[src/rtl/lsq_issue_arbiter.sv]
// rtl/lsq_issue_arbiter.sv - load/store issue arbiter with bounded store starvation and fence drain
// Loads win by default; one subunit at a time keeps load responses in order.
module lsq_issue_arbiter #(
   parameter int NUM_SUBUNITS    = 3,
   parameter int MAX_OUTSTANDING = 4,
   parameter int STARVE_LIMIT    = 8,
   parameter int SUB_W           = (NUM_SUBUNITS > 1) ? $clog2(NUM_SUBUNITS) : 1,
   parameter int CNT_W           = $clog2(MAX_OUTSTANDING + 1)
) (
   input  logic                    clk,
   input  logic                    rst,
   input  logic                    load_valid,
   input  logic [SUB_W-1:0]        load_subunit,
   input  logic                    store_valid,
   input  logic [SUB_W-1:0]        store_subunit,
   input  logic [NUM_SUBUNITS-1:0] subunit_ready,
   input  logic                    load_complete,
   input  logic                    drain_req,
   input  logic                    sq_empty,
   output logic                    load_pop,
   output logic                    store_pop,
   output logic                    issue_store,
   output logic [SUB_W-1:0]        issue_subunit,
   output logic [CNT_W-1:0]        outstanding_loads,
   output logic                    drained
);

   localparam int STV_W = $clog2(STARVE_LIMIT);

   localparam logic [1:0] ST_NORMAL = 2'd0;
   localparam logic [1:0] ST_FORCE  = 2'd1;
   localparam logic [1:0] ST_DRAIN  = 2'd2;

   localparam logic [CNT_W-1:0] MAX_CNT = CNT_W'(MAX_OUTSTANDING);
   localparam logic [STV_W-1:0] STV_TOP = STV_W'(STARVE_LIMIT - 1);

   logic [1:0]       state_q, state_d;
   logic [CNT_W-1:0] outstanding_q, outstanding_d;
   logic [STV_W-1:0] starve_q, starve_d;
   logic [SUB_W-1:0] last_sub_q, last_sub_d;

   logic load_sub_rdy;
   logic store_sub_rdy;
   logic load_ok;
   logic store_ok;
   logic complete_ok;
   logic store_blocked;

   // Out-of-range subunit codes select no ready bit and therefore never issue.
   always_comb begin
      load_sub_rdy  = 1'b0;
      store_sub_rdy = 1'b0;
      for (int i = 0; i < NUM_SUBUNITS; i++) begin
         if (load_subunit == SUB_W'(i)) load_sub_rdy = subunit_ready[i];
         if (store_subunit == SUB_W'(i)) store_sub_rdy = subunit_ready[i];
      end
   end

   assign load_ok = rst & load_valid & load_sub_rdy
                  & (outstanding_q < MAX_CNT)
                  & ((outstanding_q == '0) | (load_subunit == last_sub_q))
                  & (state_q == ST_NORMAL);

   assign store_ok      = rst & store_valid & store_sub_rdy;
   assign load_pop      = load_ok;
   assign store_pop     = store_ok & ~load_ok;
   assign issue_store   = store_pop;
   assign issue_subunit = store_pop ? store_subunit : load_subunit;

   assign complete_ok   = load_complete & (outstanding_q != '0);
   assign store_blocked = store_valid & ~store_pop;

   always_comb begin
      outstanding_d = outstanding_q;
      if (load_pop && !complete_ok) begin
         outstanding_d = outstanding_q + 1'b1;
      end else if (!load_pop && complete_ok) begin
         outstanding_d = outstanding_q - 1'b1;
      end
   end

   assign last_sub_d = load_pop ? load_subunit : last_sub_q;

   always_comb begin
      state_d  = state_q;
      starve_d = '0;
      case (state_q)
         ST_NORMAL: begin
            if (store_blocked) starve_d = starve_q + 1'b1;
            if (drain_req) begin
               state_d  = ST_DRAIN;
               starve_d = '0;
            end else if (store_blocked && (starve_q == STV_TOP)) begin
               state_d  = ST_FORCE;
               starve_d = '0;
            end
         end
         ST_FORCE: begin
            if (store_pop) begin
               state_d = drain_req ? ST_DRAIN : ST_NORMAL;
            end else if (!store_valid) begin
               state_d = ST_NORMAL;
            end
         end
         ST_DRAIN: begin
            if (!drain_req) state_d = ST_NORMAL;
         end
         default: state_d = ST_NORMAL;
      endcase
   end

   always_ff @(posedge clk or negedge rst) begin
      if (!rst) begin
         state_q       <= ST_NORMAL;
         outstanding_q <= '0;
         starve_q      <= '0;
         last_sub_q    <= '0;
      end else begin
         state_q       <= state_d;
         outstanding_q <= outstanding_d;
         starve_q      <= starve_d;
         last_sub_q    <= last_sub_d;
      end
   end

   assign outstanding_loads = outstanding_q;
   assign drained = (state_q == ST_DRAIN) & sq_empty & (outstanding_q == '0);

   always @(posedge clk) begin
      if (rst) begin
         assert (!(load_complete && (outstanding_q == '0)))
            else $warning("lsq_issue_arbiter: load_complete with no outstanding loads ignored");
      end
   end

endmodule
[config.mk]
export PLATFORM = sky130hd
export DESIGN_NAME = lsq_issue_arbiter
export DESIGN_NICKNAME = d
export VERILOG_FILES = /design/src/rtl/lsq_issue_arbiter.sv
export SDC_FILE = /design/constraint.sdc
export NUM_CORES = 1
export LEC_CHECK = 0
export ABC_AREA = 0
export CORE_AREA = 5 5 54 56
export CTS_CLUSTER_SIZE = 10
export DETAILED_ROUTE_END_ITERATION = 10
export DIE_AREA = 0 0 59 61
export SETUP_SLACK_MARGIN = 0.05
export SYNTH_ARGS = -nofsm -noshare
export SYNTH_HDL_FRONTEND = slang
export SYNTH_SLANG_ARGS = --single-unit
[constraint.sdc]
create_clock -name clk -period 4 [get_ports clk]
set_input_delay 1.2 -clock clk [delete_from_list [all_inputs] [get_ports clk]]
set_output_delay 1.2 -clock clk [all_outputs]
set_load 0.05 [all_outputs]
### Word level (Yosys, flattened, before mapping)

Cells that the tools add are included.
Widths: inputs -> output; s select.

| storage, ports and cells | value |
|---|---|
| input bits | 14 |
| register bits after elaboration | 10 |
| logic and storage cells | 66 |

| cells by class | value |
|---|---|
| equal/unequal tests | 11 |
| reductions and logical operators | 12 |
| muxes and demuxes | 20 |
| $add $sub $neg | 3 |
| bitwise logic cells | 15 |
| $lt $le $gt $ge | 1 |

Operator list:

| operator | number |
|---|---|
| $mux 3 | 6 |
| $mux 2 | 7 |
| $and 1x1->1 | 12 |
| $add 3x1->3 const B | 2 |
| $eq 2x1->1 const B | 3 |
| $eq 2x2->1 const B | 3 |
| $logic_not 2->1 | 3 |
| $mux 1 | 6 |
| $pmux 2 s3 | 1 |
| $eq 3x3->1 const B | 1 |
| $logic_and 1x1->1 | 3 |
| $logic_not 3->1 | 1 |
| $lt 3x3->1 const B | 1 |
| $ne 3x2->1 const B | 1 |
| $ne 3x3->1 const B | 1 |
| $reduce_and 3->1 | 1 |
| $reduce_bool 3->1 | 1 |
| $sub 3x1->3 const B | 1 |
| $eq 2x2->1 | 1 |
| $logic_not 1->1 | 2 |
| $ne 2x2->1 const B | 1 |
| $not 1->1 | 2 |
| $reduce_bool 2->1 | 1 |
| $or 1x1->1 | 1 |

### Logic depth before layout (Yosys ltp)

| depth | value |
|---|---|
| word-level depth | 16 |
| depth in mapped cells | 10 |

### Least setup slack after synthesis

OpenSTA, ideal clock, no wires.

| path | value |
|---|---|
| path kind | input port to output port |
| from | input port store_subunit[1] |
| to | output port issue_subunit[0] |
| arrival | 2.537 ns |
| stages on the path | 4 |
| path slack | 0.263 ns |
| cells stage by stage | mux2i_1 > o32a_1 > a31oi_4 > mux2_4 |

| on the way | value |
|---|---|
| cells in the longest elaborated chain, start to end | 7 |
| elaborated cells between the ends (all ways) | 9 |

RTL lines:

| element | line | RTL |
|---|---|---|
| start: declaration | 15 | `input logic [SUB_W-1:0] store_subunit,` |
| $logic_not 2->1 | 55 | `if (store_subunit == SUB_W'(i)) store_sub_rdy = subunit_ready[i];` |
| $mux 1 (2 in series) | 55 |  |
| $mux 1 (*) | 55 |  |
| $and 1x1->1 (*) | 64 | `assign store_ok = rst & store_valid & store_sub_rdy;` |
| $and 1x1->1 (*) | 66 | `assign store_pop = store_ok & ~load_ok;` |
| via issue_store | 22 | `output logic issue_store,` |
| $mux 2 (*) | 68 | `assign issue_subunit = store_pop ? store_subunit : load_subunit;` |
| end: declaration | 23 | `output logic [SUB_W-1:0] issue_subunit,` |

Mark *: on every way through the listed nets, which the timed path passes. The rest lies on a longest branch.

### Final worst setup path

| path | value |
|---|---|
| from | input port store_subunit[0] |
| to | output port issue_subunit[0] |

| on the way | value |
|---|---|
| cells in the longest elaborated chain, start to end | 7 |
| elaborated cells between the ends (all ways) | 9 |

RTL lines:

| element | line |
|---|---|
| $logic_not 2->1 | 55 |
| $mux 1 (3 in series) | 55 |
| $and 1x1->1 | 64 |
| $and 1x1->1 | 66 |
| $mux 2 (*) | 68 |

Every way passes the cells marked *; elsewhere a longest branch is shown, timed or not.

==> qor.yml <==
finish:
  fin_nets: 112
  final_cells: 122
  fin_area_mm2: 0.001052
  area.growth.synth_to_final_pct: 58.68
  drive_above_1_share_pct: 33.70
  antenna_cells: 0
clock_tree:
  clock_path_buffers: 2
  cts_tree: "yes"
  root_buffer: "clkbuf_4"
  clk_pin_slew_ps: 60
  htreeDepth: 1
  clk-insertion-delay-late_ps: 250
  numCtsBuffers: 3
  clock_sinks: 10
place:
  io_buffers: 22
  dp_hpwl_um: 1209
  place_inst: 117
  place_area_mm2: 0.001008
  dpl_worst_slack_ps: -106.0
  gp_congestion: 0.7117
critical_path:
  required_ps: 2800
  cp_slowest_cell: "clkdlybuf4s50_1"
  setup.worst_path.end: "issue_subunit[0]"
  cp-start-kind: "input pin"
  rrSetupSlack_ps: 1580
  crit_start: "store_subunit[0]"
  r2r-end: "outstanding_loads[2]"
  cp_slowest_stage_delay_ps: 490
  reg2reg_from: "outstanding_loads[2]"
  path_class: "input pin to output port"
  path_cells: "clkdlybuf4s50_1 > nand4_1 > o32a_1 > a31oi_4 > mux2_4 > buf_8"
  path_depth: 6
  reg2reg_depth: 10
  worst_ep_arrival_time_ps: 2680
  cpLargestDelayFamily: "buffers and inverters"
  worstSetupEndpointType: "output port"
  cp_num_buf_inv: 2
  cp_max_fo: 3
sta:
  finalSetupViolations: 0
  hold_viol: 0
  slew_headroom_pct: 66.32
  drv_slew: 0
  max_slew.worst_pin.slew_ps: 503.7
  max_freq_mhz: 257.6
  fin_crit_sh_pct: 97.04
  min_period_ps: 3882
  fin_ws_ps: 118.5
  skew_ps: 0.9173
  rsz0062_at_grt: "no"
floorplan:
  fp-row-count: 18
  io_pins: 23
  start_util_pct: 27.78
  die_area_mm2: 0.003599
  die_w_um: 59
  core-area_mm2: 0.002387
  fp.dieH_um: 61
drt:
  vias_per_cell: 4.500
  dr.pass1.iters: 3
  drt_iter0_markers: 6
  drtAntennaViolNets: 0
  vias: 549
  finalWirelength_um: 1479
  drc: 0
  wl_per_cell_um: 12.12
grt:
  grt_use_total_pct: 9.469
  grt-ovfl-total: 0
  antenna_found_initial: 0
  first_global_vias: 629
  grt_pass1_wl_um: 2663
  grt_max_degree: 11
logic_synthesis:
  synth_seq_cells: 10
  syn_area_um2: 663.1
  yosysWarningCount: 0
  syn_inst: 58
  syn_avg_cell_area_um2: 11.43
  syn_nets: 76
  synth_ff_type: "dfrtp_1"
  ys_seq_area_share_pct: 37.74
  ys_types: 30
  async_reset_ff_share_pct: 100.0
  synth-edff-count: 0
run:
  max_cap_violations: 0
pwr:
  power_density_mw_per_mm2: 461.5
  p_leak_nw: 0.4969
  peakVddDrop_mv: 0.3933
hold_path:
  hp-class: "register to register"
run_status:
  status: "completed"
registers in the layout, indices dropped and copies added, names as in the netlist:
| register | count |
|---|---|
| starve_q | 3 |
| last_sub_q | 2 |
| outstanding_loads | 3 |
| state_q | 2 |
cell usage in the layout, fill, tap and decap left out, types with 2 or more instances in the layout:
| cell | Yosys | layout |
|---|---|---|
| nor2_1 | 4 | 4 |
| clkdlybuf4s50_1 | 0 | 9 |
| ha_1 | 3 | 3 |
| nor2b_1 | 2 | 2 |
| buf_4 | 1 | 11 |
| nand3_1 | 3 | 3 |
| mux2i_1 | 2 | 2 |
| inv_1 | 3 | 3 |
| xor2_1 | 4 | 4 |
| o21ai_0 | 2 | 2 |
| clkbuf_4 | 0 | 3 |
| dlygate4sd2_1 | 0 | 6 |
| nand2_1 | 3 | 3 |
| mux2_2 | 3 | 3 |
| dfrtp_1 | 10 | 10 |
| buf_12 | 0 | 4 |
Yosys cell counts (2+ instances only):
cell | number | share of area, %
dfrtp_1 | 10 | 38
nor2_1 | 4 | 2.3
xor2_1 | 4 | 5.3
ha_1 | 3 | 5.7
inv_1 | 3 | 1.7
mux2_2 | 3 | 5.1
nand2_1 | 3 | 1.7
nand3_1 | 3 | 2.3
mux2i_1 | 2 | 3.0
nor2b_1 | 2 | 1.9
o21ai_0 | 2 | 1.5
metrics by stage:
| stage | power [mW] | hold WS [ps] | utilization (%) | setup TNS [ps] |
|---|---|---|---|---|
| after global placement | 0.4180 | 438.1 | 42.24 | -84.01 |
| after detailed placement | 0.4204 | 446.0 | 42.24 | -113.1 |
| after CTS | 0.4914 | 454.4 | 43.97 | 0 |
| after floorplan | 0.3317 | 431.9 | - | 0 |
| after global routing | 0.5163 | 475.4 | 44.08 | 0 |
| final | 0.4857 | 449.6 | 44.08 | 0 |
cell type report:
class	instances	area [um^2]
multi-input cells	44	397.9
flip-flops and latches	10	250.2
inverters	3	11.26
fillers	255	1335
well taps	30	37.54
repair buffers	32	332.8
clock buffers	3	22.52
power by group:
part | internal [mW] | switching (mW) | leakage, nW
clock | 0.0346 | 0.0320 | 0.0138
combinational | 0.113 | 0.141 | 0.355
sequential | 0.129 | 0.0362 | 0.128
total | 0.277 | 0.209 | 0.497
worst min-delay path by stage:
| stage | slack, ps | to | startpoint | cells after the start |
|---|---|---|---|---|
| floorplan | 430 | starve_q[0] | starve_q[0] | 1 |
| global placement | 440 | starve_q[0] | starve_q[0] | 1 |
| detailed placement | 450 | starve_q[0] | starve_q[0] | 1 |
| CTS | 450 | starve_q[0] | starve_q[0] | 1 |
| global route | 480 | starve_q[0] | starve_q[0] | 1 |
| finish | 450 | starve_q[0] | starve_q[0] | 1 |
routing by layer:
| layer | GRT usage (%) | vias to the layer above | share of wire [%] |
|---|---|---|---|
| li1 | - | 280 | - |
| met1 | 12.23 | 256 | 47 |
| met2 | 15.46 | 13 | 47 |
| met3 | 3.191 | 0 | 5.5 |
| met4 | 1.942 | 0 | 0 |
| met5 | 0 | - | 0 |
cells by family (layout without fill, tap and decap cells):
kind of cell | count (synthesis) | after routing | share of synthesized area, %
compound gates | 8 | 8 | 12.64
buf+inv | 4 | 38 | 2.830
mux | 6 | 6 | 10.38
flops | 10 | 10 | 37.74
simple gates | 21 | 21 | 21.13
xor+xnor | 5 | 5 | 6.603
fa+ha+maj | 4 | 4 | 8.680
repair_timing:
action,CTS,global route
setup endpoints to repair,2,3
hold buffers,0,0
pin swaps,2,1
setup buffers,2,0
gates resized for setup,9,1
(Power assumes the default switching activity.)
